==> src/rtl/nsa_pkg.sv <==
// Shared types and constants for the nibble-serial adder controller.
package nsa_pkg;

    // Width of one adder pass.
    localparam int unsigned NIBBLE_W = 4;

    // Controller FSM states.
    typedef enum logic [1:0] {
        IDLE = 2'd0,
        RUN  = 2'd1,
        DONE = 2'd2
    } state_t;

endpackage

==> src/rtl/nibble_serial_adder_ctrl.sv <==
// Nibble-serial adder controller: sequences a WIDTH-bit add (or subtract) through an external
// 4-bit ripple-carry adder, one nibble per cycle, behind valid/ready handshakes.
// Optional feature macro: SUBTRACT_EN adds the op_sub input (A - B via ~B and carry-in 1).
module nibble_serial_adder_ctrl
    import nsa_pkg::*;
#(
    parameter int unsigned WIDTH = 16
) (
    input  logic                clk,
    input  logic                rst,
    input  logic                in_valid,
    output logic                in_ready,
    input  logic [WIDTH-1:0]    op_a,
    input  logic [WIDTH-1:0]    op_b,
    input  logic                op_cin,
`ifdef SUBTRACT_EN
    input  logic                op_sub,
`endif
    output logic [NIBBLE_W-1:0] add_a,
    output logic [NIBBLE_W-1:0] add_b,
    output logic                add_cin,
    input  logic [NIBBLE_W-1:0] add_sum,
    input  logic                add_cout,
    output logic                out_valid,
    input  logic                out_ready,
    output logic [WIDTH-1:0]    result,
    output logic                carry_out,
    output logic                overflow,
    output logic                zero
);

    localparam int unsigned NIBBLES = WIDTH / NIBBLE_W;
    localparam int unsigned IDX_W   = (NIBBLES > 1) ? $clog2(NIBBLES) : 1;

    generate
        if ((WIDTH % NIBBLE_W) != 0 || WIDTH < 8) begin : g_bad_width
            $error("WIDTH must be a multiple of 4 and at least 8");
        end
    endgenerate

    state_t             r_state;
    state_t             w_state_d;
    logic [IDX_W-1:0]   r_idx;
    logic [WIDTH-1:0]   r_a;
    logic [WIDTH-1:0]   r_beff;
    logic [WIDTH-1:0]   r_res;
    logic               r_carry;

    logic [WIDTH-1:0]   w_beff_in;
    logic               w_cin_in;
    logic               w_last;

    // Effective B operand and initial carry as seen at operand acceptance.
`ifdef SUBTRACT_EN
    always_comb begin
        w_beff_in = op_sub ? ~op_b : op_b;
        w_cin_in  = op_sub ? 1'b1  : op_cin;
    end
`else
    always_comb begin
        w_beff_in = op_b;
        w_cin_in  = op_cin;
    end
`endif

    assign w_last = (r_idx == IDX_W'(NIBBLES - 1));

    // State register.
    always_ff @(posedge clk) begin
        if (rst) begin
            r_state <= IDLE;
        end else begin
            r_state <= w_state_d;
        end
    end

    // Next-state logic plus handshake and adder-port outputs.
    always_comb begin
        w_state_d = r_state;
        in_ready  = 1'b0;
        out_valid = 1'b0;
        add_a     = '0;
        add_b     = '0;
        add_cin   = 1'b0;
        unique case (r_state)
            IDLE: begin
                in_ready = 1'b1;
                if (in_valid) begin
                    w_state_d = RUN;
                end
            end
            RUN: begin
                add_a   = r_a[r_idx * NIBBLE_W +: NIBBLE_W];
                add_b   = r_beff[r_idx * NIBBLE_W +: NIBBLE_W];
                add_cin = r_carry;
                if (w_last) begin
                    w_state_d = DONE;
                end
            end
            DONE: begin
                out_valid = 1'b1;
                if (out_ready) begin
                    w_state_d = IDLE;
                end
            end
            default: w_state_d = IDLE;
        endcase
    end

    // Operand latch, per-nibble result capture and carry chaining.
    always_ff @(posedge clk) begin
        if (rst) begin
            r_idx   <= '0;
            r_a     <= '0;
            r_beff  <= '0;
            r_res   <= '0;
            r_carry <= 1'b0;
        end else begin
            case (r_state)
                IDLE: begin
                    if (in_valid) begin
                        r_a     <= op_a;
                        r_beff  <= w_beff_in;
                        r_carry <= w_cin_in;
                        r_res   <= '0;
                        r_idx   <= '0;
                    end
                end
                RUN: begin
                    r_res[r_idx * NIBBLE_W +: NIBBLE_W] <= add_sum;
                    r_carry                             <= add_cout;
                    if (!w_last) begin
                        r_idx <= r_idx + 1'b1;
                    end
                end
                default: ;
            endcase
        end
    end

    // Result and flags come straight from registers; meaningful while out_valid is high.
    always_comb begin
        result    = r_res;
        carry_out = r_carry;
        zero      = (r_res == '0);
        overflow  = (r_a[WIDTH-1] == r_beff[WIDTH-1]) && (r_res[WIDTH-1] != r_a[WIDTH-1]);
    end

endmodule
==> config.mk <==
export PLATFORM = sky130hd
export DESIGN_NAME = nibble_serial_adder_ctrl
export DESIGN_NICKNAME = d
export VERILOG_FILES = /design/src/rtl/nsa_pkg.sv /design/src/rtl/nibble_serial_adder_ctrl.sv
export SDC_FILE = /design/constraint.sdc
export NUM_CORES = 1
export LEC_CHECK = 0
export BUFFER_PORTS_ARGS = -buffer_cell sky130_fd_sc_hd__buf_2
export CORE_MARGIN = 4
export CORE_UTILIZATION = 50
export CTS_CLUSTER_SIZE = 40
export DETAILED_ROUTE_END_ITERATION = 8
export HOLD_SLACK_MARGIN = 0.02
export MAX_ROUTING_LAYER = met4
export PLACE_DENSITY = 0.76
export SETUP_SLACK_MARGIN = 0.02
export SYNTH_ARGS = -nofsm -noshare
export SYNTH_HDL_FRONTEND = slang
export SYNTH_SLANG_ARGS = --single-unit
==> constraint.sdc <==
create_clock -name clk -period 3.9 [get_ports clk]
set_clock_uncertainty 0.15 [all_clocks]
set_input_delay 0.195 -clock clk [delete_from_list [all_inputs] [get_ports clk]]
set_output_delay 0.195 -clock clk [all_outputs]
set_load 0.03 [all_outputs]
==> impl_metrics.json, run 1 <==
{
  "cpPeakStageDelay_ns": 0.94,
  "wire_per_inst_um": 13.5,
  "drt_iter0_drc": 102,
  "vdd_drop_max_mv": 0.286,
  "critPathRequiredTime_ns": 3.56,
  "synth_top_family_by_area": "simple AND/OR/NAND/NOR gates",
  "synth-seq-area-share": 0.437,
  "startpoint_type": "flip-flop",
  "core.rowCount": 25,
  "antenna_found_initial": 0,
  "ff2ff_setup_slack_ns": 1.50,
  "rsz0062_at_grt": "no",
  "die_w_um": 77.7,
  "powerDensity_mw_per_mm2": 349,
  "synthMuxAreaShare": 0.0970,
  "setup_violations": 0,
  "routed_wl_mm": 5.72,
  "numPortBuffers": 71,
  "coreArea_mm2": 0.00472,
  "hold_class": "input pin to flip-flop",
  "maxSlewHeadroom": 0.173,
  "root_buffer": "clkbuf_8",
  "status": "finished clean",
  "fillers": 353,
  "layout-drive-gt1-share": 0.287,
  "grt-ovfl-total": 0,
  "grtUsageMet3": 0.0406,
  "drtAntennaViolNets": 0,
  "use_met2": 0.339,
  "syn_inst": 259,
  "start_util": 0.514,
  "crit_fanout": 17,
  "finalWorstSetupSlack_ns": 1.39,
  "grt_max_degree": 47,
  "clk_pin_slew_ns": 0.09,
  "area.growth.synth_to_final_pct": 31.3,
  "synth_xor_area_frac": 0,
  "critical_path_class": "flip-flop to output port",
  "yosysWarnings": 0,
  "cpMaxStageDelayCell": "dfxtp_1",
  "pre_cts_slack_ns": 1.49,
  "synth-simple-area-share": 0.217,
  "gp_congestion": 0.803,
  "final_hold_viol_count": 0,
  "clkLatencyLatePin_ns": 0.30,
  "rr_startpoint": "r_idx[0]",
  "busiest_layer": "met2",
  "nets": 402,
  "tritoncts": "yes",
  "tns_ns": 0,
  "dp_cells": 381,
  "synth_adder_area_share": 0.0309,
  "min_path_cells": 3,
  "drc": 0,
  "cpLargestDelayFamily": "flip-flops",
  "fp.dieH_um": 77.7,
  "min_period_ns": 2.51,
  "drv_slew": 0,
  "min_to": "carry_out",
  "final_area_mm2": 0.00318,
  "synth_compound_area_frac": 0.157,
  "period_share": 0.643,
  "use_met1": 0.232,
  "clock.fmax_mhz": 399,
  "synth_cell_types": 36,
  "cts_buffer_depth": 2,
  "reg2reg_to": "result[7]",
  "h-tree-depth": 2,
  "grt_pass1_vias": 2109,
  "avgSynthCellArea_um2": 9.37,
  "end_kind": "output port",
  "cts_buffers": 5,
  "grt_usage": 0.202,
  "path_cells": "mux4_2 -> nor2b_1 -> buf_2",
  "drt_first_pass_iters": 4,
  "final_cell_count_no_fill": 422,
  "post_cts_resized": 0,
  "max_slew.worst_pin.slew_ns": 1.24,
  "worstPathArrival_ns": 2.16,
  "diodes": 0,
  "die_area_mm2": 0.00603,
  "min_from": "add_cout",
  "yosys_register_bits": 53,
  "r2r_cells": 5,
  "multiInputGateArea_mm2": 0.00122,
  "path_buf_inv": 1,
  "numClockSinks": 53,
  "netlist_area_mm2": 0.00243,
  "dp_hpwl_mm": 3.64,
  "ios": 72,
  "p_leak_uw": 0.00135,
  "vias": 2159,
  "placed_area_mm2": 0.00275,
  "fin_total_pwr_uw": 1110,
  "max_cap_violations": 0,
  "grt_pass1_wl_mm": 9.47,
  "avgViaCountPerCell": 5.12,
  "synth_fp_nets": 307,
  "regArea_mm2": 0.00106
}
-- how the worst max path moves through the flow --
stage                  start   endpoint  slack (ns)  depth (start not counted)
floorplan           r_idx[1]  result[6]        2.03                          6
global placement    r_idx[0]  result[5]        1.56                          5
detailed placement  r_idx[0]  result[7]        1.49                          5
CTS                 r_idx[0]   add_a[3]        1.35                          3
global route        r_idx[0]   add_a[3]        1.27                          3
finish              r_idx[0]   add_a[1]        1.39                          3
-- area by class of cell --
type                    instances  area share
multi-input cells             181       0.383
repair buffers                104       0.215
flip-flops and latches         53       0.333
clock inverters                 1     0.00157
clock buffers                   7      0.0303
inverters                       9      0.0106
well taps                      67      0.0263
-- timing repair --
| action | CTS | global route |
|---|---|---|
| buffers inserted | 0 | 0 |
| hold endpoints to repair | 33 | 0 |
| hold buffers | 33 | 0 |
-- sequential cells by signal, summed over array words and instances (netlist names) --
name,count
r_a,16
r_idx,2
carry_out,1
r_state,2
r_beff,16
result,16
-- where the power goes --
part	internal [µW]	switching, µW	leakage (µW)
clock	161	170	0.0000542
sequential	566	25.0	0.000433
combinational	92.8	95.9	0.000868
-- worst min-delay path: cells and delay by family --
family / cells / cell delay [ns]
compound gates: 1 / 0.09
buf+inv: 1 / 0.10
mux: 1 / 0.13
-- cell usage after synthesis --
| library cell | instances | area (µm²) |
|---|---|---|
| nor3b_4 | 1 | 18.8 |
| buf_2 | 6 | 30.0 |
| dfxtp_1 | 53 | 1060 |
| nand2b_1 | 2 | 12.5 |
| inv_1 | 9 | 33.8 |
| ha_1 | 6 | 75.1 |
| nand2b_4 | 1 | 13.8 |
| and2b_2 | 1 | 8.76 |
| and3_1 | 1 | 6.26 |
| nand3_1 | 1 | 5.00 |
| o32ai_1 | 1 | 8.76 |
| clkbuf_1 | 2 | 7.51 |
| buf_1 | 2 | 7.51 |
| and4_1 | 1 | 8.76 |
| o31ai_2 | 1 | 12.5 |
| mux2_2 | 4 | 45.0 |
| nand3b_1 | 1 | 7.51 |
| mux2i_1 | 1 | 10.0 |
| nor4b_2 | 1 | 15.0 |
| a22o_1 | 12 | 105 |
| and4bb_2 | 1 | 12.5 |
| nor2b_1 | 12 | 75.1 |
| or3b_4 | 1 | 11.3 |
| o2bb2ai_1 | 4 | 35.0 |
| o21ai_0 | 2 | 10.0 |
| nand4_1 | 1 | 6.26 |
| buf_6 | 6 | 67.6 |
| a21oi_2 | 3 | 26.3 |
| a21oi_1 | 35 | 175 |
| mux4_2 | 8 | 180 |
| nor4_1 | 4 | 25.0 |
| nor4_4 | 1 | 21.3 |
| nand2_1 | 69 | 259 |
| a221oi_1 | 1 | 8.76 |
| nor2_1 | 3 | 11.3 |
| or3b_1 | 1 | 8.76 |
-- layer usage --
| metal | wire length, µm | vias up |
|---|---|---|
| met4 | 106 | 0 |
| met3 | 248 | 9 |
| met1 | 2490 | 1004 |
| met2 | 2870 | 53 |
| li1 | - | 1093 |
| met5 | 0 | - |
-- layout by cell type (no fill, tap or decap), types with 2 or more instances in the layout --
cell	netlist	routed
a21oi_1	35	35
inv_1	9	9
a21oi_2	3	3
clkbuf_8	0	7
ha_1	6	6
buf_2	6	71
nor4_1	4	4
nor2_1	3	3
dlygate4sd3_1	0	33
nor2b_1	12	12
o21ai_0	2	2
mux4_2	8	8
a22o_1	12	12
dfxtp_1	53	53
o2bb2ai_1	4	4
nand2b_1	2	2
nand2_1	69	69
mux2_2	4	4
-- cell families (layout without fill, tap and decap cells) --
group	count (synthesis)	after routing
fa+ha+maj	6	6
mux	13	13
compound gates	59	59
flops	53	53
buf+inv	25	121
simple gates	103	103
-- through the flow --
step	util	hold slack, ns
CTS	0.674	0.0945
global route	0.674	0.118
detailed placement	0.583	0.291
finish	0.674	0.109
floorplan	-	0.181
global placement	0.583	0.289
Note: power is estimated with default switching activity, not from simulation.
==> run 2, diff against run 1 <==
==> constraint.sdc (replaced) <==
create_clock -name clk -period 2.5 [get_ports clk]
set_clock_uncertainty 0.15 [all_clocks]
set_input_delay 0.125 -clock clk [delete_from_list [all_inputs] [get_ports clk]]
set_output_delay 0.125 -clock clk [all_outputs]
set_load 0.03 [all_outputs]
==> run 2 against run 1 <==
Effect of this change:
- via count increased by 1.3%
- critical path depth grew 1
- setup slack worse by 1.1 ns
- core utilization grew 1.1 points
- sequential power grew 54%
- clock-buffer cell count fell by 1
- non-clock buffer count rose by 8
- register-to-register slack worse by 0.92 ns
- global-route usage rose by 1.1 points
- largest power group unchanged
==> impl_metrics.json, run 2 (same netlist as run 1, synthesis figures left out) <==
{
  "clk_pin_slew_ns": 0.10,
  "max_cap_violations": 0,
  "root_buffer": "clkbuf_8",
  "startpoint_type": "flip-flop",
  "grt_usage": 0.213,
  "tritoncts": "yes",
  "rsz0062_at_grt": "no",
  "final_cell_mix": "71 x buf_2, 69 x nand2_1, 53 x dfxtp_1, 35 x a21oi_1, 33 x dlygate4sd3_1",
  "final_hold_viol_count": 0,
  "critPathRequiredTime_ns": 2.23,
  "cts_buffer_depth": 2,
  "antenna_found_initial": 0,
  "maxSlewHeadroom": 0.570,
  "core.rowCount": 25,
  "mostFrequentLayoutCell": "buf_2",
  "die_area_mm2": 0.00603,
  "vdd_drop_max_mv": 0.298,
  "setup_violations": 0,
  "ios": 72,
  "max_slew.worst_pin.slew_ns": 0.645,
  "drc": 0,
  "layout-drive-gt1-share": 0.300,
  "coreArea_mm2": 0.00472,
  "fp.dieH_um": 77.7,
  "drv_slew": 0,
  "numPortBuffers": 71,
  "grt_max_degree": 35,
  "vias": 2187,
  "numClockSinks": 53,
  "drt_first_pass_iters": 4,
  "p_leak_uw": 0.00139,
  "cts_buffers": 5,
  "avgViaCountPerCell": 5.09,
  "min_period_ns": 2.20,
  "end_kind": "output port",
  "min_path_cells": 3,
  "routed_wl_mm": 5.88,
  "period_share": 0.881,
  "start_util": 0.514,
  "dp_hpwl_mm": 3.97,
  "post-cts-setup-buffer-count": 0,
  "final_area_mm2": 0.00324,
  "powerDensity_mw_per_mm2": 525,
  "grt_pass1_vias": 2177,
  "post_cts_resized": 0,
  "hold_class": "input pin to flip-flop",
  "clkLatencyLatePin_ns": 0.30,
  "grt-ovfl-total": 0,
  "grt_pass1_wl_mm": 10.1,
  "status": "finished clean",
  "critical_path_class": "flip-flop to output port",
  "area.growth.synth_to_final_pct": 33.5,
  "crit_fanout": 8,
  "die_w_um": 77.7,
  "placed_area_mm2": 0.00283,
  "wire_per_inst_um": 13.7,
  "drtAntennaViolNets": 0,
  "clock.fmax_mhz": 454,
  "worstPathArrival_ns": 1.93,
  "h-tree-depth": 2,
  "gp_congestion": 0.831,
  "tns_ns": 0,
  "r2r_cells": 5,
  "drt_iter0_drc": 124,
  "diodes": 0,
  "nets": 410
}
-- run 2: cell types whose count changed in the layout (fill, tap and decap cells not counted) --
cell | previous run | this run
clkbuf_1 | 0 | 1
buf_4 | 0 | 7
buf_12 | 0 | 1
clkbuf_8 | 7 | 5
clkinv_2 | 1 | 2
-- run 2: worst max-delay path, cell delays in order (launching register included) --
cell	delay, ns
dfxtp_1	0.57
buf_4	0.24
mux4_2	0.50
nor2b_1	0.14
buf_2	0.18
-- run 2: timing repair --
item                                    CTS  global route
hold buffers                             33             0
hold endpoints to repair                 33             0
endpoints found under the setup margin    0             0
-- run 2: final cells by class --
| cell class | count | area (µm²) |
|---|---|---|
| fillers | 371 | 1490 |
| multi-input cells | 181 | 1220 |
| flip-flops and latches | 53 | 1060 |
| repair buffers | 112 | 758 |
| well taps | 67 | 83.8 |
| clock buffers | 6 | 72.6 |
| inverters | 9 | 33.8 |
| clock inverters | 2 | 10.0 |
-- run 2: worst paths after layout --
kind                 start        end  slack [ns]
setup / recovery  r_idx[0]   add_b[3]        0.30
hold / removal    add_cout  carry_out        0.03
setup reg to reg  r_idx[0]  result[2]        0.58
hold reg to reg     r_a[9]     r_a[9]        0.31
-- run 2: metrics by stage --
| stage | total power [µW] | hold slack [ns] | utilization | setup slack, ns | cells |
|---|---|---|---|---|---|
| floorplan | 1130 | 0.111 | - | 0.631 | 259 |
| global placement | 1210 | 0.218 | 0.598 | 0.632 | 389 |
| detailed placement | 1210 | 0.222 | 0.598 | 0.597 | 389 |
| CTS | 1700 | 0.0364 | 0.686 | 0.268 | 430 |
| global route | 1770 | 0.0432 | 0.686 | 0.145 | 430 |
| finish | 1700 | 0.0276 | 0.686 | 0.297 | 430 |
-- run 2: per-layer routing --
layer	GRT usage	vias to the layer above	part of all wire
met5	-	-	0
met4	0.0694	0	0.013
met3	0.0476	8	0.053
met2	0.346	74	0.50
met1	0.262	1006	0.43
li1	-	1099	-
-- run 2: power by group --
part | switching [µW] | leakage, µW | total, µW | internal [µW]
sequential | 25.7 | 0.000433 | 909 | 883
clock | 270 | 0.0000450 | 464 | 195
combinational | 167 | 0.000913 | 326 | 159
==> run 3, diff against run 2 <==
--- a/config.mk
+++ b/config.mk
@@ -6,8 +6,10 @@
 export NUM_CORES = 1
 export LEC_CHECK = 0
 export BUFFER_PORTS_ARGS = -buffer_cell sky130_fd_sc_hd__buf_2
+export CELL_PAD_IN_SITES_DETAIL_PLACEMENT = 1
+export CELL_PAD_IN_SITES_GLOBAL_PLACEMENT = 2
 export CORE_MARGIN = 4
-export CORE_UTILIZATION = 50
+export CORE_UTILIZATION = 30
 export CTS_CLUSTER_SIZE = 40
 export DETAILED_ROUTE_END_ITERATION = 8
 export HOLD_SLACK_MARGIN = 0.02
==> run 3 against run 2 <==
Effect of this change:
- non-clock buffer count down 2
- via count down 0.18%
- sequential share of layout area down 0.45 points
- combinational power down 2%
- largest cell class unchanged
==> impl_metrics.json, run 3 (same netlist as run 1, synthesis figures left out) <==
{
  "gp_congestion": 0.717,
  "h-tree-depth": 2,
  "maxSlewHeadroom": 0.574,
  "vias": 2183,
  "period_share": 0.901,
  "fillers": 939,
  "grt-ovfl-total": 0,
  "dp_cells": 422,
  "max_cap_violations": 0,
  "p_leak_uw": 0.00139,
  "cts_buffers": 5,
  "clock.fmax_mhz": 444,
  "mostFrequentLayoutCell": "buf_2",
  "tns_ns": 0,
  "dp_hpwl_mm": 4.57,
  "final_cell_count_no_fill": 463,
  "numClockSinks": 53,
  "fp.dieH_um": 97.9,
  "rsz0062_at_grt": "no",
  "post-route-util": 0.421,
  "placed_area_mm2": 0.00284,
  "coreArea_mm2": 0.00781,
  "nets": 408,
  "routed_wl_mm": 6.63,
  "numPortBuffers": 71,
  "drv_slew": 0,
  "die_area_mm2": 0.00959,
  "vdd_drop_max_mv": 0.319,
  "hold_class": "input pin to flip-flop",
  "drtAntennaViolNets": 0,
  "max_slew.worst_pin.slew_ns": 0.639,
  "start_util": 0.311,
  "cts_buffer_depth": 2,
  "finalWorstSetupSlack_ns": 0.248,
  "clkLatencyLatePin_ns": 0.30,
  "ios": 72,
  "area.growth.synth_to_final_pct": 35.3,
  "wire_per_inst_um": 14.3,
  "grt_pass1_vias": 2220,
  "min_period_ns": 2.25,
  "status": "finished clean",
  "multiInputGateArea_mm2": 0.00122,
  "grt_usage": 0.144,
  "diodes": 0,
  "drc": 0,
  "setup_violations": 0,
  "critical_path_class": "flip-flop to output port",
  "antenna_found_initial": 0,
  "drt_iter0_drc": 57,
  "final_hold_viol_count": 0,
  "avgViaCountPerCell": 4.71,
  "final_area_mm2": 0.00328,
  "drt_first_pass_iters": 4,
  "core.rowCount": 32,
  "regArea_mm2": 0.00106,
  "powerDensity_mw_per_mm2": 552,
  "crit_fanout": 11,
  "startpoint_type": "flip-flop",
  "grt_pass1_wl_mm": 11.1,
  "die_w_um": 97.9,
  "layout-drive-gt1-share": 0.296,
  "pre_cts_slack_ns": 0.564,
  "critPathRequiredTime_ns": 2.23,
  "worstPathArrival_ns": 1.98,
  "clk_pin_slew_ns": 0.09,
  "tritoncts": "yes",
  "end_kind": "output port",
  "final_cell_mix": "71 x buf_2, 69 x nand2_1, 53 x dfxtp_1, 35 x a21oi_1, 33 x dlygate4sd3_1",
  "grt_max_degree": 32,
  "root_buffer": "clkbuf_8"
}
[run 3: layer usage]
| layer | up-vias | track usage | routed length [µm] |
|---|---|---|---|
| met3 | 5 | 0.0271 | 263 |
| met4 | 0 | 0.0319 | 51 |
| met1 | 1037 | 0.185 | 2990 |
| met2 | 45 | 0.237 | 3320 |
| met5 | - | - | 0 |
| li1 | 1096 | - | - |
[run 3: path summary, 6_finish.rpt]
kind,start,to,slack [ns],cells past startpoint
worst max-delay path,r_idx[0],add_a[1],0.25,4
worst min-delay path,add_cout,carry_out,0.04,3
worst max register to register,r_idx[0],result[6],0.64,5
worst min register to register,r_beff[6],r_beff[6],0.31,2
[run 3: stage by stage]
step / hold WS (ns) / total power, µW
floorplan: 0.111 / 1130
global placement: 0.217 / 1210
detailed placement: 0.222 / 1210
CTS: 0.0370 / 1840
global route: 0.0790 / 1910
finish: 0.0394 / 1810
[run 3: worst max-delay path, cell delays in order, from the launching register on]
cell	delay (ns)
dfxtp_1	0.51
buf_4	0.31
mux4_2	0.51
nor2b_1	0.15
buf_2	0.18
[run 3: cell type report]
| class | count | share of cell area |
|---|---|---|
| Multi-Input combinational cell | 181 | 0.371 |
| Sequential cell | 53 | 0.323 |
| Timing Repair Buffer | 110 | 0.223 |
| Tap cell | 102 | 0.0389 |
| Clock buffer | 6 | 0.0221 |
| Clock inverter | 2 | 0.0118 |
| Inverter | 9 | 0.0103 |
[run 3: report_power, final]
group | internal [µW] | switching, µW
Sequential | 883 | 29.0
Combinational | 152 | 166
Clock | 301 | 281
[run 3: repair_timing]
action / 4_1_cts / 5_1_grt
resized for setup: 0 / 0
endpoints found under the setup margin: 0 / 0
hold endpoints to repair: 33 / 0
hold buffers: 33 / 0
buffers inserted: 0 / 0
